### src/rtl/alu_step_sequencer_pkg.sv
// Shared types and constants for the ALU step sequencer and its button conditioning.
package alu_step_sequencer_pkg;

    localparam int OP_W   = 3;
    localparam int SEL_W  = 3;
    localparam int RES_W  = 32;
    localparam int DISP_W = 16;

    localparam logic [1:0] STATE_IDLE    = 2'd0;
    localparam logic [1:0] STATE_SETTLE  = 2'd1;
    localparam logic [1:0] STATE_CAPTURE = 2'd2;
    localparam logic [1:0] STATE_SHOW    = 2'd3;

    typedef enum logic [1:0] {
        IDLE    = STATE_IDLE,
        SETTLE  = STATE_SETTLE,
        CAPTURE = STATE_CAPTURE,
        SHOW    = STATE_SHOW
    } seq_state_t;

    // Opcode sequence simply counts up and wraps naturally at the field width.
    function automatic logic [OP_W-1:0] next_opcode(input logic [OP_W-1:0] op);
        return op + OP_W'(1);
    endfunction

endpackage

### src/rtl/alu_step_debounce.sv
// Button conditioner: 2-FF synchronizer, stability counter, and a one-cycle pulse
// on each debounced press.
module alu_step_debounce #(
    parameter int DEBOUNCE_CYCLES = 500000
) (
    input  logic clk,
    input  logic rst,
    input  logic raw,
    output logic pulse
);

    localparam int CNT_W = (DEBOUNCE_CYCLES > 1) ? $clog2(DEBOUNCE_CYCLES) : 1;
    localparam logic [CNT_W-1:0] CNT_LAST = CNT_W'(DEBOUNCE_CYCLES - 1);

    logic [1:0]       sync_r;
    logic [CNT_W-1:0] cnt_r;
    logic             level_r;
    logic             pulse_r;
    logic             synced_s;

    assign synced_s = sync_r[1];
    assign pulse    = pulse_r;

    // Synchronize, then let the level follow only after a full run of disagreeing cycles.
    always_ff @(posedge clk or posedge rst) begin
        if (rst) begin
            sync_r  <= 2'b00;
            cnt_r   <= '0;
            level_r <= 1'b0;
            pulse_r <= 1'b0;
        end else begin
            sync_r  <= {sync_r[0], raw};
            pulse_r <= 1'b0;
            if (synced_s != level_r) begin
                if (cnt_r == CNT_LAST) begin
                    level_r <= synced_s;
                    cnt_r   <= '0;
                    pulse_r <= synced_s;
                end else begin
                    cnt_r <= cnt_r + CNT_W'(1);
                end
            end else begin
                cnt_r <= '0;
            end
        end
    end

endmodule

### src/rtl/alu_step_sequencer.sv
// Sequences one ALU operation per button press or auto tick, then captures and
// displays the settled result and flags.
module alu_step_sequencer
    import alu_step_sequencer_pkg::*;
#(
    parameter int DEBOUNCE_CYCLES = 500000,
    parameter int AUTO_PERIOD     = 50000000,
    parameter int SETTLE_CYCLES   = 2
) (
    input  logic              ALU_SEQ_clk,
    input  logic              ALU_SEQ_rst,
    input  logic              ALU_SEQ_step_btn,
    input  logic              ALU_SEQ_auto_SW,
    input  logic [SEL_W-1:0]  ALU_SEQ_data_SW,
    input  logic              ALU_SEQ_result_SW,
    input  logic [RES_W-1:0]  ALU_SEQ_ALU_result,
    input  logic              ALU_SEQ_ALU_zero_flag,
    input  logic              ALU_SEQ_ALU_overflow_flag,
    output logic [OP_W-1:0]   ALU_SEQ_ALU_OP,
    output logic [SEL_W-1:0]  ALU_SEQ_ALU_data_SW,
    output logic [DISP_W-1:0] ALU_SEQ_disp_data,
    output logic              ALU_SEQ_zero_led,
    output logic              ALU_SEQ_overflow_led,
    output logic              ALU_SEQ_busy
);

    localparam int AUTO_W = (AUTO_PERIOD > 1) ? $clog2(AUTO_PERIOD) : 1;
    localparam logic [AUTO_W-1:0] AUTO_LAST = AUTO_W'(AUTO_PERIOD - 1);
    localparam int SET_W  = (SETTLE_CYCLES > 1) ? $clog2(SETTLE_CYCLES) : 1;
    localparam logic [SET_W-1:0] SET_LAST = SET_W'(SETTLE_CYCLES - 1);

    logic [1:0]        auto_sync_r;
    logic [1:0]        result_sync_r;
    logic [SEL_W-1:0]  data_meta_r;
    logic [SEL_W-1:0]  data_sync_r;
    logic [AUTO_W-1:0] auto_cnt_r;
    logic [SET_W-1:0]  settle_cnt_r;
    seq_state_t        state_r;
    seq_state_t        state_nxt_s;
    logic [OP_W-1:0]   alu_op_r;
    logic [OP_W-1:0]   next_op_r;
    logic [SEL_W-1:0]  alu_sel_r;
    logic [RES_W-1:0]  result_r;
    logic              zero_r;
    logic              ovf_r;
    logic [DISP_W-1:0] disp_r;
    logic              busy_r;
    logic              btn_pulse_s;
    logic              auto_pulse_s;
    logic              trigger_s;
    logic              load_s;
    logic              capture_s;

    alu_step_debounce #(
        .DEBOUNCE_CYCLES(DEBOUNCE_CYCLES)
    ) u_debounce (
        .clk  (ALU_SEQ_clk),
        .rst  (ALU_SEQ_rst),
        .raw  (ALU_SEQ_step_btn),
        .pulse(btn_pulse_s)
    );

    // Synchronize the mode, operand and display-select switches.
    always_ff @(posedge ALU_SEQ_clk or posedge ALU_SEQ_rst) begin
        if (ALU_SEQ_rst) begin
            auto_sync_r   <= 2'b00;
            result_sync_r <= 2'b00;
            data_meta_r   <= '0;
            data_sync_r   <= '0;
        end else begin
            auto_sync_r   <= {auto_sync_r[0], ALU_SEQ_auto_SW};
            result_sync_r <= {result_sync_r[0], ALU_SEQ_result_SW};
            data_meta_r   <= ALU_SEQ_data_SW;
            data_sync_r   <= data_meta_r;
        end
    end

    // Auto tick counter; held at zero outside auto mode so the first tick is a full period away.
    always_ff @(posedge ALU_SEQ_clk or posedge ALU_SEQ_rst) begin
        if (ALU_SEQ_rst) begin
            auto_cnt_r <= '0;
        end else if (!auto_sync_r[1] || (auto_cnt_r == AUTO_LAST)) begin
            auto_cnt_r <= '0;
        end else begin
            auto_cnt_r <= auto_cnt_r + AUTO_W'(1);
        end
    end

    // Trigger selection and next-state decode.
    always_comb begin
        state_nxt_s  = state_r;
        load_s       = 1'b0;
        capture_s    = 1'b0;
        auto_pulse_s = auto_sync_r[1] && (auto_cnt_r == AUTO_LAST);
        if (auto_sync_r[1]) begin
            trigger_s = auto_pulse_s;
        end else begin
            trigger_s = btn_pulse_s;
        end
        case (state_r)
            IDLE, SHOW: begin
                if (trigger_s) begin
                    state_nxt_s = SETTLE;
                    load_s      = 1'b1;
                end else begin
                    state_nxt_s = state_r;
                end
            end
            SETTLE: begin
                if (settle_cnt_r == SET_LAST) begin
                    state_nxt_s = CAPTURE;
                end else begin
                    state_nxt_s = SETTLE;
                end
            end
            CAPTURE: begin
                state_nxt_s = SHOW;
                capture_s   = 1'b1;
            end
            default: begin
                state_nxt_s = IDLE;
            end
        endcase
    end

    // State, operation launch, result capture and display registers.
    always_ff @(posedge ALU_SEQ_clk or posedge ALU_SEQ_rst) begin
        if (ALU_SEQ_rst) begin
            state_r      <= IDLE;
            settle_cnt_r <= '0;
            alu_op_r     <= '0;
            next_op_r    <= '0;
            alu_sel_r    <= '0;
            result_r     <= '0;
            zero_r       <= 1'b0;
            ovf_r        <= 1'b0;
            disp_r       <= '0;
            busy_r       <= 1'b0;
        end else begin
            state_r <= state_nxt_s;
            busy_r  <= (state_nxt_s == SETTLE) || (state_nxt_s == CAPTURE);
            if (load_s) begin
                settle_cnt_r <= '0;
                alu_op_r     <= next_op_r;
                next_op_r    <= next_opcode(next_op_r);
                alu_sel_r    <= data_sync_r;
            end else if (state_r == SETTLE) begin
                settle_cnt_r <= settle_cnt_r + SET_W'(1);
            end else begin
                settle_cnt_r <= settle_cnt_r;
            end
            if (capture_s) begin
                result_r <= ALU_SEQ_ALU_result;
                zero_r   <= ALU_SEQ_ALU_zero_flag;
                ovf_r    <= ALU_SEQ_ALU_overflow_flag;
            end
            if (result_sync_r[1]) begin
                disp_r <= result_r[RES_W-1 -: DISP_W];
            end else begin
                disp_r <= result_r[DISP_W-1:0];
            end
        end
    end

    assign ALU_SEQ_ALU_OP       = alu_op_r;
    assign ALU_SEQ_ALU_data_SW  = alu_sel_r;
    assign ALU_SEQ_disp_data    = disp_r;
    assign ALU_SEQ_zero_led     = zero_r;
    assign ALU_SEQ_overflow_led = ovf_r;
    assign ALU_SEQ_busy         = busy_r;

endmodule

### config.mk
export PLATFORM = sky130hd
export DESIGN_NAME = alu_step_sequencer
export DESIGN_NICKNAME = d
export VERILOG_FILES = /design/src/rtl/alu_step_sequencer_pkg.sv /design/src/rtl/alu_step_debounce.sv /design/src/rtl/alu_step_sequencer.sv
export SDC_FILE = /design/constraint.sdc
export NUM_CORES = 1
export LEC_CHECK = 0
export CAP_MARGIN = 30
export CORE_MARGIN = 2
export CORE_UTILIZATION = 40
export DETAILED_ROUTE_END_ITERATION = 7
export SETUP_SLACK_MARGIN = 0.1
export SLEW_MARGIN = 20
export SYNTH_ARGS = -nofsm -noshare
export SYNTH_HDL_FRONTEND = slang
export SYNTH_HIERARCHICAL = 1
export SYNTH_SLANG_ARGS = --single-unit
### constraint.sdc
create_clock -name ALU_SEQ_clk -period 4.3 [get_ports ALU_SEQ_clk]
set_clock_uncertainty 0.2 [all_clocks]
set_input_delay 0.86 -clock ALU_SEQ_clk [delete_from_list [all_inputs] [get_ports ALU_SEQ_clk]]
set_output_delay 0.86 -clock ALU_SEQ_clk [all_outputs]
set_load 0.005 [all_outputs]
==> Word level (Yosys, flattened, before mapping) <==
Cells that the tools add are included.
{ "word_totals": {"reg_bits": 122, "latch_bits": 0, "mem_bits_rw": 0, "rom_bits": 0, "inputBits": 42, "output_inout_bits": 25, "wordCells": 54, "n_memories": 0} }
{ "classes": {"addsub": 4, "multipliers": 0, "div_mod_pow": 0, "magnitude_cmp": 0, "n_eq_ne": 8, "shift": 0, "muxes": 15, "bitwise_logic": 0, "n_reduce_logical": 8} }
{ "op_table": {"columns": ["cell", "n"], "rows": [
  ["$mux W19", 2],
  ["$add A26 B1 Y26 const B", 1],
  ["$eq A26 B26 Y1 const B", 1],
  ["$mux W26", 1],
  ["$add A19 B1 Y19 const B", 1],
  ["$eq A19 B19 Y1 const B", 1],
  ["$mux W16", 1],
  ["$mux W1", 8],
  ["$eq A2 B2 Y1 const B", 3],
  ["$pmux W2 S3", 1],
  ["$eq A2 B1 Y1 const B", 2],
  ["$mux W2", 2],
  ["$add A3 B1 Y3 const B", 1],
  ["$logic_not A2 Y1", 1],
  ["$logic_or A1 B1 Y1", 2],
  ["$reduce_and A2 Y1", 1],
  ["$reduce_bool A2 Y1", 1],
  ["$reduce_or A2 Y1", 1],
  ["$add A1 B1 Y1 const B", 1],
  ["$logic_and A1 B1 Y1", 1],
  ["$logic_not A1 Y1", 1],
  ["$ne A1 B1 Y1", 1]
]} }

==> Logic depth before layout (Yosys ltp) <==
{ "depth": {"ltp_word": 7, "mapped_depth": 8, "depth_no_buf": 6} }

==> Hierarchy <==
Netlist, hierarchy kept.
{ "modules_own_cells": {"columns": ["mod", "instances", "cells_per_inst", "area_each_um2", "seq_area_each_um2"], "rows": [
  ["alu_step_sequencer", 1, 332, 4098.9, 2477.4],
  ["alu_step_debounce", 1, 108, 1153.6, 575.6]
]} }

==> Worst setup path after synthesis <==
OpenSTA, ideal clock, no wires.
{ "synth_timing": {"path_kind": "register -> register", "from": "reg auto_cnt_r[0]", "to": "reg auto_cnt_r[22]", "setup_ns": 0.078, "t_arrival_ns": 1.853, "required_time_ns": 4.022, "slack_ns": 2.169, "path_stages_with_launch": 6, "n_path_buf": 0, "synth_period_minus_slack_ns": 2.131, "cell_sequence": "dfrtp_1 ha_1 nand4_2 or4_4 or4_1 a21oi_1"} }
{ "synth_via": {"elab_chain_len": 3, "elab_cells_between_ends": 4, "cone_classes": "add/sub: 1; eq/ne: 1; mux: 1; reduce/logical: 1"} }
{ "synth_lines": {"columns": ["element", "line", "text"], "rows": [
  ["start: declaration", "alu_step_sequencer.sv:36", "logic [AUTO_W-1:0] auto_cnt_r;"],
  ["start signal: assignment", "alu_step_sequencer.sv:85", "auto_cnt_r <= auto_cnt_r + AUTO_W'(1);"],
  ["branches (longest 2 deep; another with $add A26 B1 Y26)", null, null],
  ["$mux W26 (*)", "alu_step_sequencer.sv:82", "end else if (!auto_sync_r[1] || (auto_cnt_r == AUTO_LAST)) begin"]
]} }
Mark *: on every way between the ends.
A chain may end at the register's enable or synchronous reset.

==> Final worst setup path <==
{ "layout_timing": {"from": "reg alu_op_r[0], in the netlist ALU_SEQ_ALU_OP[0]", "to": "out ALU_SEQ_ALU_OP[0]"} }
{ "layout_lines": {"columns": ["element", "line", "text"], "rows": [
  ["start: declaration", "alu_step_sequencer.sv:40", "logic [OP_W-1:0] alu_op_r;"],
  ["start signal: assignment", "alu_step_sequencer.sv:144", "alu_op_r <= next_op_r;"],
  ["end: declaration", "alu_step_sequencer.sv:19", "output logic [OP_W-1:0] ALU_SEQ_ALU_OP,"]
]} }
No word-level cell between the ends.

==> flow_summary.yaml <==
synth:
  syn_inst: 440
  ys_warn_count: 6
  synth-seq-cells: 122
  yosys.cell_types.count: 48
  syn_area_per_cell_um2: 11.9
  synth_most_common_cell: "dfrtp_1"
  synthTopCellsByArea: "dfrtp_1 (58%), mux2_2 (11%), xnor2_1 (3.8%), nor2_1 (2.5%), nand2_1 (2.4%)"
  mappedNetlistNets: 487
  yosys_most_used_dff: "dfrtp_1"
  synth-edff-count: 0
  async_reset_ff_frac: 1.00
  synth_top_cell_by_area: "dfrtp_1"
  synth.top_cell.area_share: 0.581
  yosys-top-cells-count: "dfrtp_1 (122), mux2_2 (51), nor2_1 (35)"
  ys_seq_area_frac: 0.581
  syn_area_um2: 5250
placed_design:
  gp_congestion: 0.780
  dp_hpwl_um: 6780
  placed_cells: 667
  pre_cts_slack_ns: 1.81
  place.port_buffers: 66
cts:
  htree_levels: 4
  post_cts_resized: 0
  cts_buffer_depth: 2
  numCtsBuffers: 17
  clockRootBuffer: "clkbuf_16"
  clk_latency_ns: 0.41
  clock_sinks: 122
  cts_tree: "done"
  hold_buffers: 0
  postCtsSetupBuffers: 0
  path_clk_slew_ns: 0.05
sta:
  hold_ws_ns: 0.145
  tns_ns: 0
  hold_violations: 0
  max_slew_margin: 0.487
  post-route-period-util: 0.548
  drv_slew: 0
  finalSetupViolations: 0
  rsz0062_at_grt: "false"
  fmax_mhz: 425
  setup_slack_ns: 1.94
  fin_crit_ns: 2.36
  worst_pin_slew_ns: 0.770
drt:
  drtAntennaViolNets: 0
  route.detailed.drc: 0
  routed_wl_um: 10300
  firstDrtPassIters: 6
  vias: 3579
  viasPerCell: 5.11
  drt_iter0_drc: 202
  wl_per_cell_um: 14.7
critical_path:
  slowest_stage: "clkdlybuf4s50_1"
  cpPeakStageDelay_ns: 0.52
  cp-end-kind: "primary output"
  cpLargestDelayFamily: "buffers and inverters"
  path_buf_inv: 1
  crit_arrival_ns: 1.30
  path_class: "flop to primary output"
  cp-start-kind: "flop"
  crit_fanout: 2
  path_cells: "clkdlybuf4s50_1"
  critical_path_required_ns: 3.24
final_layout:
  stdcell_count: 701
  area_growth_pct: 27.5
  n_antenna_cell: 0
  layout-drive-gt1-share: 0.187
  finish.net_count: 564
run_status:
  outcome: "complete, no violations"
grt:
  grt_max_degree: 46
  grt_pass1_vias: 3624
  grt_antenna_before_repair: 0
  grt_use_total: 0.159
  grt_pass1_wl_um: 17800
  grt-ovfl-total: 0
floorplanning:
  start_util: 0.413
  die_w_um: 119
  die_area_um2: 14100
  fp-row-count: 41
  die_y_um: 119
  core_um2: 12700
  ios: 67
power_and_ir_drop:
  fin_total_pwr_mw: 2.60
  p_per_area_nw_per_um2: 388
  leakage_nw: 2.92
  ir_drop_mv: 0.252
hold_path:
  hold_class: "flop to flop"
flow_run:
  max-cap-violations: 0
-- flip-flops by register name, indices dropped and copies added, names as in the netlist, 2 cells and up --
register	count
result_sync_r	2
u_debounce/cnt_r	19
next_op_r	3
state_r	2
auto_cnt_r	26
u_debounce/sync_r	2
data_sync_r	3
result_r	32
ALU_SEQ_disp_data	16
data_meta_r	3
auto_sync_r	2
ALU_SEQ_ALU_data_SW	3
ALU_SEQ_ALU_OP	3
-- cell type report --
class	instances	area [um2]
fillers	1127	6020
flip-flops and latches	122	3050
multi-input cells	290	2090
repair buffers	72	727
clock buffers	23	458
well taps	172	215
clock inverters	8	96.3
inverters	14	55.1
-- report_power, final --
part	internal, mW	switching, mW	total (mW)
combinational	0.0459	0.0388	0.0847
sequential	1.16	0.0121	1.17
clock	0.860	0.479	1.34
-- cell families (layout without fill, tap and decap cells) --
family | after synthesis | count (layout) | share of synthesized area
AOI/OAI and AO/OA | 48 | 48 | 0.0553
buffers and inverters | 28 | 117 | 0.0210
muxes | 52 | 52 | 0.111
xor gates and xnor gates | 27 | 27 | 0.0450
adders and majority gates | 5 | 5 | 0.0119
DFF | 122 | 122 | 0.581
and+or+nand+nor | 158 | 158 | 0.174
-- worst paths after layout --
check | startpoint | to | slack [ns] | cells after the start
min in group asynchronous | ALU_SEQ_rst | u_debounce/cnt_r[5] | 0.68 | 2
hold / removal | result_sync_r[0] | result_sync_r[1] | 0.15 | 0
setup reg to reg | auto_cnt_r[0] | auto_cnt_r[22] | 2.04 | 5
hold reg to reg | result_sync_r[0] | result_sync_r[1] | 0.15 | 0
setup / recovery | ALU_SEQ_ALU_OP[0] | ALU_SEQ_ALU_OP[0] | 1.94 | 1
max in group asynchronous | ALU_SEQ_rst | auto_cnt_r[7] | 2.35 | 4
-- per-layer routing --
layer  global-route usage  vias to the layer above  part of all wire
met4               0.0662                        0             0.015
met3               0.0502                       14             0.042
met5                    0                        -                 0
met1                0.210                     1765              0.45
li1                     -                     1721                 -
met2                0.241                       79              0.49
-- metrics by stage --
stage	util	cell area, um2
detailed placement	0.480	6110
floorplan	-	5250
finish	0.526	6700
global route	0.526	6700
global placement	0.479	6090
CTS	0.524	6670
-- cell usage in the layout, fill, tap and decap left out, types with 3 or more instances in the layout --
| cell type | n |
|---|---|
| dfrtp_1 | 122 |
| clkdlybuf4s50_1 | 66 |
| mux2_2 | 51 |
| nor2_1 | 35 |
| nand2_1 | 33 |
| xnor2_1 | 23 |
| a21oi_1 | 18 |
| clkbuf_16 | 17 |
| nand3_1 | 16 |
| inv_1 | 13 |
| nand4_1 | 10 |
| o22ai_1 | 8 |
| o21ai_0 | 8 |
| nor4_1 | 8 |
| nor3_1 | 7 |
| or4_1 | 7 |
| or3_1 | 7 |
| ha_1 | 5 |
| clkbuf_1 | 5 |
| and3_1 | 4 |
| nand2b_1 | 4 |
| o31ai_1 | 4 |
| xor2_1 | 4 |
| clkinv_2 | 4 |
| and2_1 | 3 |
| or4_4 | 3 |
| nand4b_1 | 3 |
Power figures use the tool's default switching activity.
